File: src/rtl/rf_wb_queue.sv
// rf_wb_queue
// -----------------------------------------------------------------------------
// Write-back queue that sits in front of the register file write port.
// Pipeline producers push {destination, data} pairs through a valid/ready
// handshake. The queue buffers up to DEPTH of them and retires at most one per
// clock into the registered write port (write / WR / WD).
//
// The lookup ports tell decode whether a register it is reading still has a
// write pending. A pending write is either a queued entry or the value sitting
// in the output register, because the register file has not committed it yet.
//
// Optional feature macro: RF_WB_FWD_EN
//   When it is defined, fwd1/fwd2 carry the youngest pending data for PR1/PR2,
//   so decode can bypass instead of stalling. When it is undefined those ports
//   do not exist, and decode must stall whenever hz1/hz2 is set.
//
// Parameters
//   DEPTH : number of FIFO entries (power of two, >= 2)
//   DW    : data width
//   AW    : register address width
//
// Ports
//   clk            rising-edge clock
//   reset          synchronous active-low reset
//   in_valid       producer has a result
//   in_ready       queue can accept (combinational)
//   in_WR/in_WD    destination register / result data
//   hold           suppress draining this cycle (write port borrowed)
//   write/WR/WD    registered register file write port
//   PR1/PR2        register file read addresses being looked up
//   hz1/hz2        a write to PR1/PR2 is still pending (combinational)
//   fwd1/fwd2      youngest pending data for PR1/PR2 (RF_WB_FWD_EN only)
//   count          number of occupied FIFO entries
// -----------------------------------------------------------------------------
module rf_wb_queue #(
  parameter int DEPTH = 4,
  parameter int DW    = 32,
  parameter int AW    = 5
) (
  input  logic                     clk,
  input  logic                     reset,
  input  logic                     in_valid,
  output logic                     in_ready,
  input  logic [AW-1:0]            in_WR,
  input  logic [DW-1:0]            in_WD,
  input  logic                     hold,
  output logic                     write,
  output logic [AW-1:0]            WR,
  output logic [DW-1:0]            WD,
  input  logic [AW-1:0]            PR1,
  input  logic [AW-1:0]            PR2,
  output logic                     hz1,
  output logic                     hz2,
`ifdef RF_WB_FWD_EN
  output logic [DW-1:0]            fwd1,
  output logic [DW-1:0]            fwd2,
`endif
  output logic [$clog2(DEPTH):0]   count
);

  localparam int PW = $clog2(DEPTH);
  localparam int CW = PW + 1;

  // FIFO storage and pointers. Both pointers are PW bits wide, so they wrap
  // modulo DEPTH on their own because DEPTH is a power of two.
  logic [AW-1:0] mem_addr [DEPTH];
  logic [DW-1:0] mem_data [DEPTH];
  logic [PW-1:0] head;
  logic [PW-1:0] tail;

  logic push;
  logic pop;

  // The queue only accepts while it is out of reset and has a free slot. There
  // is deliberately no bypass on full, even when a pop happens on the same
  // edge. This keeps in_ready independent of hold.
  assign in_ready = reset && (count < CW'(DEPTH));

  // A handshake for register 0 completes but stores nothing. Writes to the
  // zero register have no effect, so they never need to reach the port.
  assign push = in_valid && in_ready && (in_WR != '0);

  // Drain whenever something is queued and the port is not borrowed. An entry
  // pushed on this edge cannot pop on the same edge, because count only
  // reflects entries that were already stored.
  assign pop = (count != '0) && !hold;

  // Entry storage is not reset. Entries are only ever read when they are
  // inside the head..count window, so stale contents are never visible.
  always_ff @(posedge clk) begin
    if (push) begin
      mem_addr[tail] <= in_WR;
      mem_data[tail] <= in_WD;
    end
  end

  // Pointer, occupancy and output-register state. Reset drops every queued
  // entry together with any write that is in flight in the output register.
  // When nothing pops, WR/WD keep their last value and only write drops.
  always_ff @(posedge clk) begin
    if (!reset) begin
      head  <= '0;
      tail  <= '0;
      count <= '0;
      write <= 1'b0;
      WR    <= '0;
      WD    <= '0;
    end else begin
      if (push) begin
        tail <= tail + 1'b1;
      end
      if (pop) begin
        write <= 1'b1;
        WR    <= mem_addr[head];
        WD    <= mem_data[head];
        head  <= head + 1'b1;
      end else begin
        write <= 1'b0;
      end
      case ({push, pop})
        2'b10:   count <= count + 1'b1;
        2'b01:   count <= count - 1'b1;
        default: count <= count;
      endcase
    end
  end

  // Hazard lookup across the output register and every live FIFO entry.
  // The scan goes from oldest to youngest: output register first, then the
  // entries from head onward. Each later match overwrites the forward value,
  // so the youngest matching write wins. Register 0 never reports a hazard.
  always_comb begin
    hz1 = 1'b0;
    hz2 = 1'b0;
`ifdef RF_WB_FWD_EN
    fwd1 = '0;
    fwd2 = '0;
`endif
    if (write) begin
      if (WR == PR1) begin
        hz1 = 1'b1;
`ifdef RF_WB_FWD_EN
        fwd1 = WD;
`endif
      end
      if (WR == PR2) begin
        hz2 = 1'b1;
`ifdef RF_WB_FWD_EN
        fwd2 = WD;
`endif
      end
    end
    for (int i = 0; i < DEPTH; i++) begin
      logic [PW-1:0] idx;
      idx = head + PW'(i);
      if (CW'(i) < count) begin
        if (mem_addr[idx] == PR1) begin
          hz1 = 1'b1;
`ifdef RF_WB_FWD_EN
          fwd1 = mem_data[idx];
`endif
        end
        if (mem_addr[idx] == PR2) begin
          hz2 = 1'b1;
`ifdef RF_WB_FWD_EN
          fwd2 = mem_data[idx];
`endif
        end
      end
    end
    if (PR1 == '0) begin
      hz1 = 1'b0;
`ifdef RF_WB_FWD_EN
      fwd1 = '0;
`endif
    end
    if (PR2 == '0) begin
      hz2 = 1'b0;
`ifdef RF_WB_FWD_EN
      fwd2 = '0;
`endif
    end
  end

endmodule

File: config.mk
export PLATFORM = sky130hd
export DESIGN_NAME = rf_wb_queue
export DESIGN_NICKNAME = d
export VERILOG_FILES = /design/src/rtl/rf_wb_queue.sv
export SDC_FILE = /design/constraint.sdc
export NUM_CORES = 1
export LEC_CHECK = 0
export ABC_AREA = 0
export BUFFER_PORTS_ARGS = -buffer_cell sky130_fd_sc_hd__buf_2
export CORE_AREA = 2 2 139 141
export CTS_CLUSTER_SIZE = 40
export DETAILED_ROUTE_END_ITERATION = 10
export DIE_AREA = 0 0 141 143
export PLACE_DENSITY = 0.67
export SYNTH_ARGS = -nofsm -noshare
export SYNTH_HDL_FRONTEND = slang
export SYNTH_SLANG_ARGS = --single-unit
File: constraint.sdc
create_clock -name clk -period 3.3 [get_ports clk]
set_input_delay 0.66 -clock clk [delete_from_list [all_inputs] [get_ports clk]]
set_output_delay 0.66 -clock clk [all_outputs]
set_load 0.02 [all_outputs]
==> flow_summary.ini <==
[grt]
met1_usage_pct = 22.8
antenna_found_initial = 2
overflow = 0
grt_max_degree = 47
grt_use_met3_pct = 4.96
grt_use_total_pct = 18.0
grt_pass1_wl_um = 26900
grt_pass1_vias = 4814
met2_usage_pct = 30.2
busiest_layer = met2

[sta]
fin_crit_sh_pct = 95.8
slew_headroom_pct = 52.2
tightestPinTransition_ns = 0.717
fmax_ghz = 0.316
hold_viol = 0
fin_skew_ns = 0.00767
fin_crit_ns = 3.16
finalSetupViolCount = 0
finalSetupTns_ns = 0
drv_slew = 0

[synthesis]
syn_inst = 541
synth_cell_types = 41
syn_area_per_cell_um2 = 15.6
syn_nets = 601
ys_seq_elements = 195
yosys_warnings = 0
synth.cell_area_um2 = 8450
ys_seq_area_share_pct = 63.7

[power]
p_seq_share_pct = 44.6
power_switching_share_pct = 29.0
p_switching_mw = 1.96
p_comb_share_pct = 25.3
power_density_nw_per_um2 = 689
p_leak_nw = 3.36
internal_power_mw = 4.78
p_clk_share_pct = 30.1
vdd_drop_max_mv = 0.428

[floorplan]
die_h_um = 143
coreArea_um2 = 18600
num_rows = 50
initial_core_util_pct = 45.5
die_width_um = 141
ios = 95
fp.dieArea_um2 = 20200

[placed_design]
portBuffers = 94
hpwl_um = 10900
post_dp_cell_area_um2 = 9160
finalWeightedCongestion = 0.941

[cts]
cts_tree = yes
numCtsBuffers = 17
clk_pin_slew_ns = 0.07
clk_path_buf_depth = 2
cts_sinks = 195
clk_latency_ns = 0.42
holdBufCountCts = 0
htreeDepth = 4
cts-root-buf = clkbuf_16

[flow_run]
max_cap_violations = 0

[final_layout]
num-fill-cells = 1524
final_cell_mix = edfxtp_1 (148), buf_2 (94), nand2_1 (79)
fin_nets = 692
final_common_cell = edfxtp_1
final_cell_area_um2 = 9790
final_layout_size_suffix_gt1_share_pct = 30.5
register_area_um2 = 5390
area_growth_pct = 15.9
multi_input_area_um2 = 2840

[critical_path]
crit_end = hz1
crit_type = register to output port
start_kind = register
worstPathArrival_ns = 2.50
reg2reg_from = count[2]$_SDFFE_PN0P_
crit_path_end_kind = output port
r2r_end = count[2]$_SDFFE_PN0P_
crit_fanout = 11
startpoint = head[0]$_SDFFE_PN0P_
required_ns = 2.64
reg2reg_depth = 7
regToRegSetupSlack_ns = 1.02

[min_path]
holdCritPathClass = input port to register
hp-start = in_WD[11]

[routing]
drt.antenna.violating_nets = 0
dr.pass1.iters = 4
vias = 4776
drc = 0
wire_per_inst_um = 19.7
routed_via_density = 5.43
first_iter_violations = 314
drt-total-wl_um = 17400

[status]
status = finished clean
==> cells by family after synthesis <==
kind of cell               after synthesis  share of synthesized area (%)
adders and majority gates                9                           1.33
AOI/OAI and AO/OA                       55                           4.78
DFF                                    195                           63.7
muxes                                   64                           15.6
buffers and inverters                   46                           2.75
and+or+nand+nor                        118                           6.20
xor gates and xnor gates                54                           5.59
==> area by class of cell <==
class                      instances  area share [%]
antenna                            1          0.0256
multi-input combinational        300            29.0
timing repair buffer             109            6.46
tap                              234            2.99
sequential                       195            55.1
inverter                           9           0.345
clock buffer                      20            4.77
clock inverter                    12            1.33
==> through the flow <==
stage / cells / utilization, % / hold slack, ns / worst slack, ns / power, mW
4_1_cts: 875 / 52.5 / 0.428 / 0.0213 / 6.80
3_3_place_gp: 843 / 49.3 / 0.450 / 0.407 / 4.73
3_5_place_dp: 843 / 49.3 / 0.455 / 0.388 / 4.76
5_1_grt: 879 / 52.7 / 0.431 / -0.0000289 / 7.09
2_1_floorplan: 541 / - / 0.528 / 0.457 / 4.33
6_report: 880 / 52.7 / 0.448 / 0.138 / 6.74
==> how the worst min path moves through the flow <==
stage / to / slack (ns) / depth (start not counted)
floorplan: tail[1]$_SDFFE_PN0P_ / 0.53 / 2
global placement: WD[7]$_SDFFE_PN0P_ / 0.45 / 2
detailed placement: WD[19]$_SDFFE_PN0P_ / 0.45 / 2
CTS: mem_data[3][6]$_DFFE_PP_ / 0.43 / 1
global route: mem_data[2][18]$_DFFE_PP_ / 0.43 / 1
finish: mem_data[2][11]$_DFFE_PP_ / 0.45 / 1
==> sequential cells by signal, indices dropped and copies added (netlist names), named ones only <==
| signal | cells |
|---|---|
| mem_addr | 20 |
| WD | 32 |
| tail | 2 |
| write | 1 |
| count | 3 |
| mem_data | 128 |
| WR | 5 |
| head | 2 |
==> timing repair <==
item	CTS	global route
resized for setup	2	3
endpoints found under the setup margin	2	2
setup buffers	0	4
==> synthesized netlist by cell type <==
master / n / area share (%)
ha_1: 9 / 1.3
buf_1: 2 / 0.089
a221oi_1: 1 / 0.10
and3_1: 1 / 0.074
or3_1: 1 / 0.074
a21oi_1: 2 / 0.12
a211oi_1: 2 / 0.18
nor3b_1: 1 / 0.089
nor2b_1: 2 / 0.15
o21ai_0: 4 / 0.24
o311a_1: 1 / 0.12
a311oi_1: 1 / 0.10
and2_1: 11 / 0.81
mux2i_1: 12 / 1.4
buf_2: 6 / 0.36
nor2_1: 5 / 0.22
nand2_1: 79 / 3.5
or4_1: 1 / 0.089
clkbuf_1: 21 / 0.93
a21o_1: 1 / 0.089
nand4_1: 3 / 0.22
buf_8: 1 / 0.18
a21boi_0: 38 / 3.4
nand3b_1: 1 / 0.089
mux4_1: 8 / 2.5
mux4_2: 44 / 12
xnor2_1: 30 / 3.1
a31oi_1: 1 / 0.074
o211ai_1: 1 / 0.089
inv_1: 9 / 0.40
buf_6: 4 / 0.53
nor4_1: 7 / 0.52
nand3_1: 2 / 0.12
nor3_1: 4 / 0.24
a22oi_1: 1 / 0.089
a41oi_1: 1 / 0.10
a21oi_2: 1 / 0.10
edfxtp_1: 148 / 53
dfxtp_1: 47 / 11
buf_4: 3 / 0.27
xor2_1: 24 / 2.5
==> power by group through the flow <==
stage	sequential [mW]	combinational (mW)	clock, mW
2_1_floorplan	3.12	1.20	0
3_3_place_gp	3.06	1.67	0
3_5_place_dp	3.08	1.69	0
4_1_cts	3.02	1.70	2.07
5_1_grt	3.04	1.88	2.17
6_report	3.01	1.71	2.03
==> critical path, cell delays in order, from the launching register on <==
cell and delay [ns]:
dfxtp_4 0.47, mux4_1 0.66, xnor2_1 0.18, nand4_1 0.12, o311a_1 0.37, a21oi_2 0.11
buf_2 0.17
==> routing by layer <==
layer	share of wire (%)	vias up
met5	0.075	-
met4	1.5	2
met3	7.1	21
met2	50	153
met1	42	2383
li1	-	2217
(Power assumes the default switching activity.)
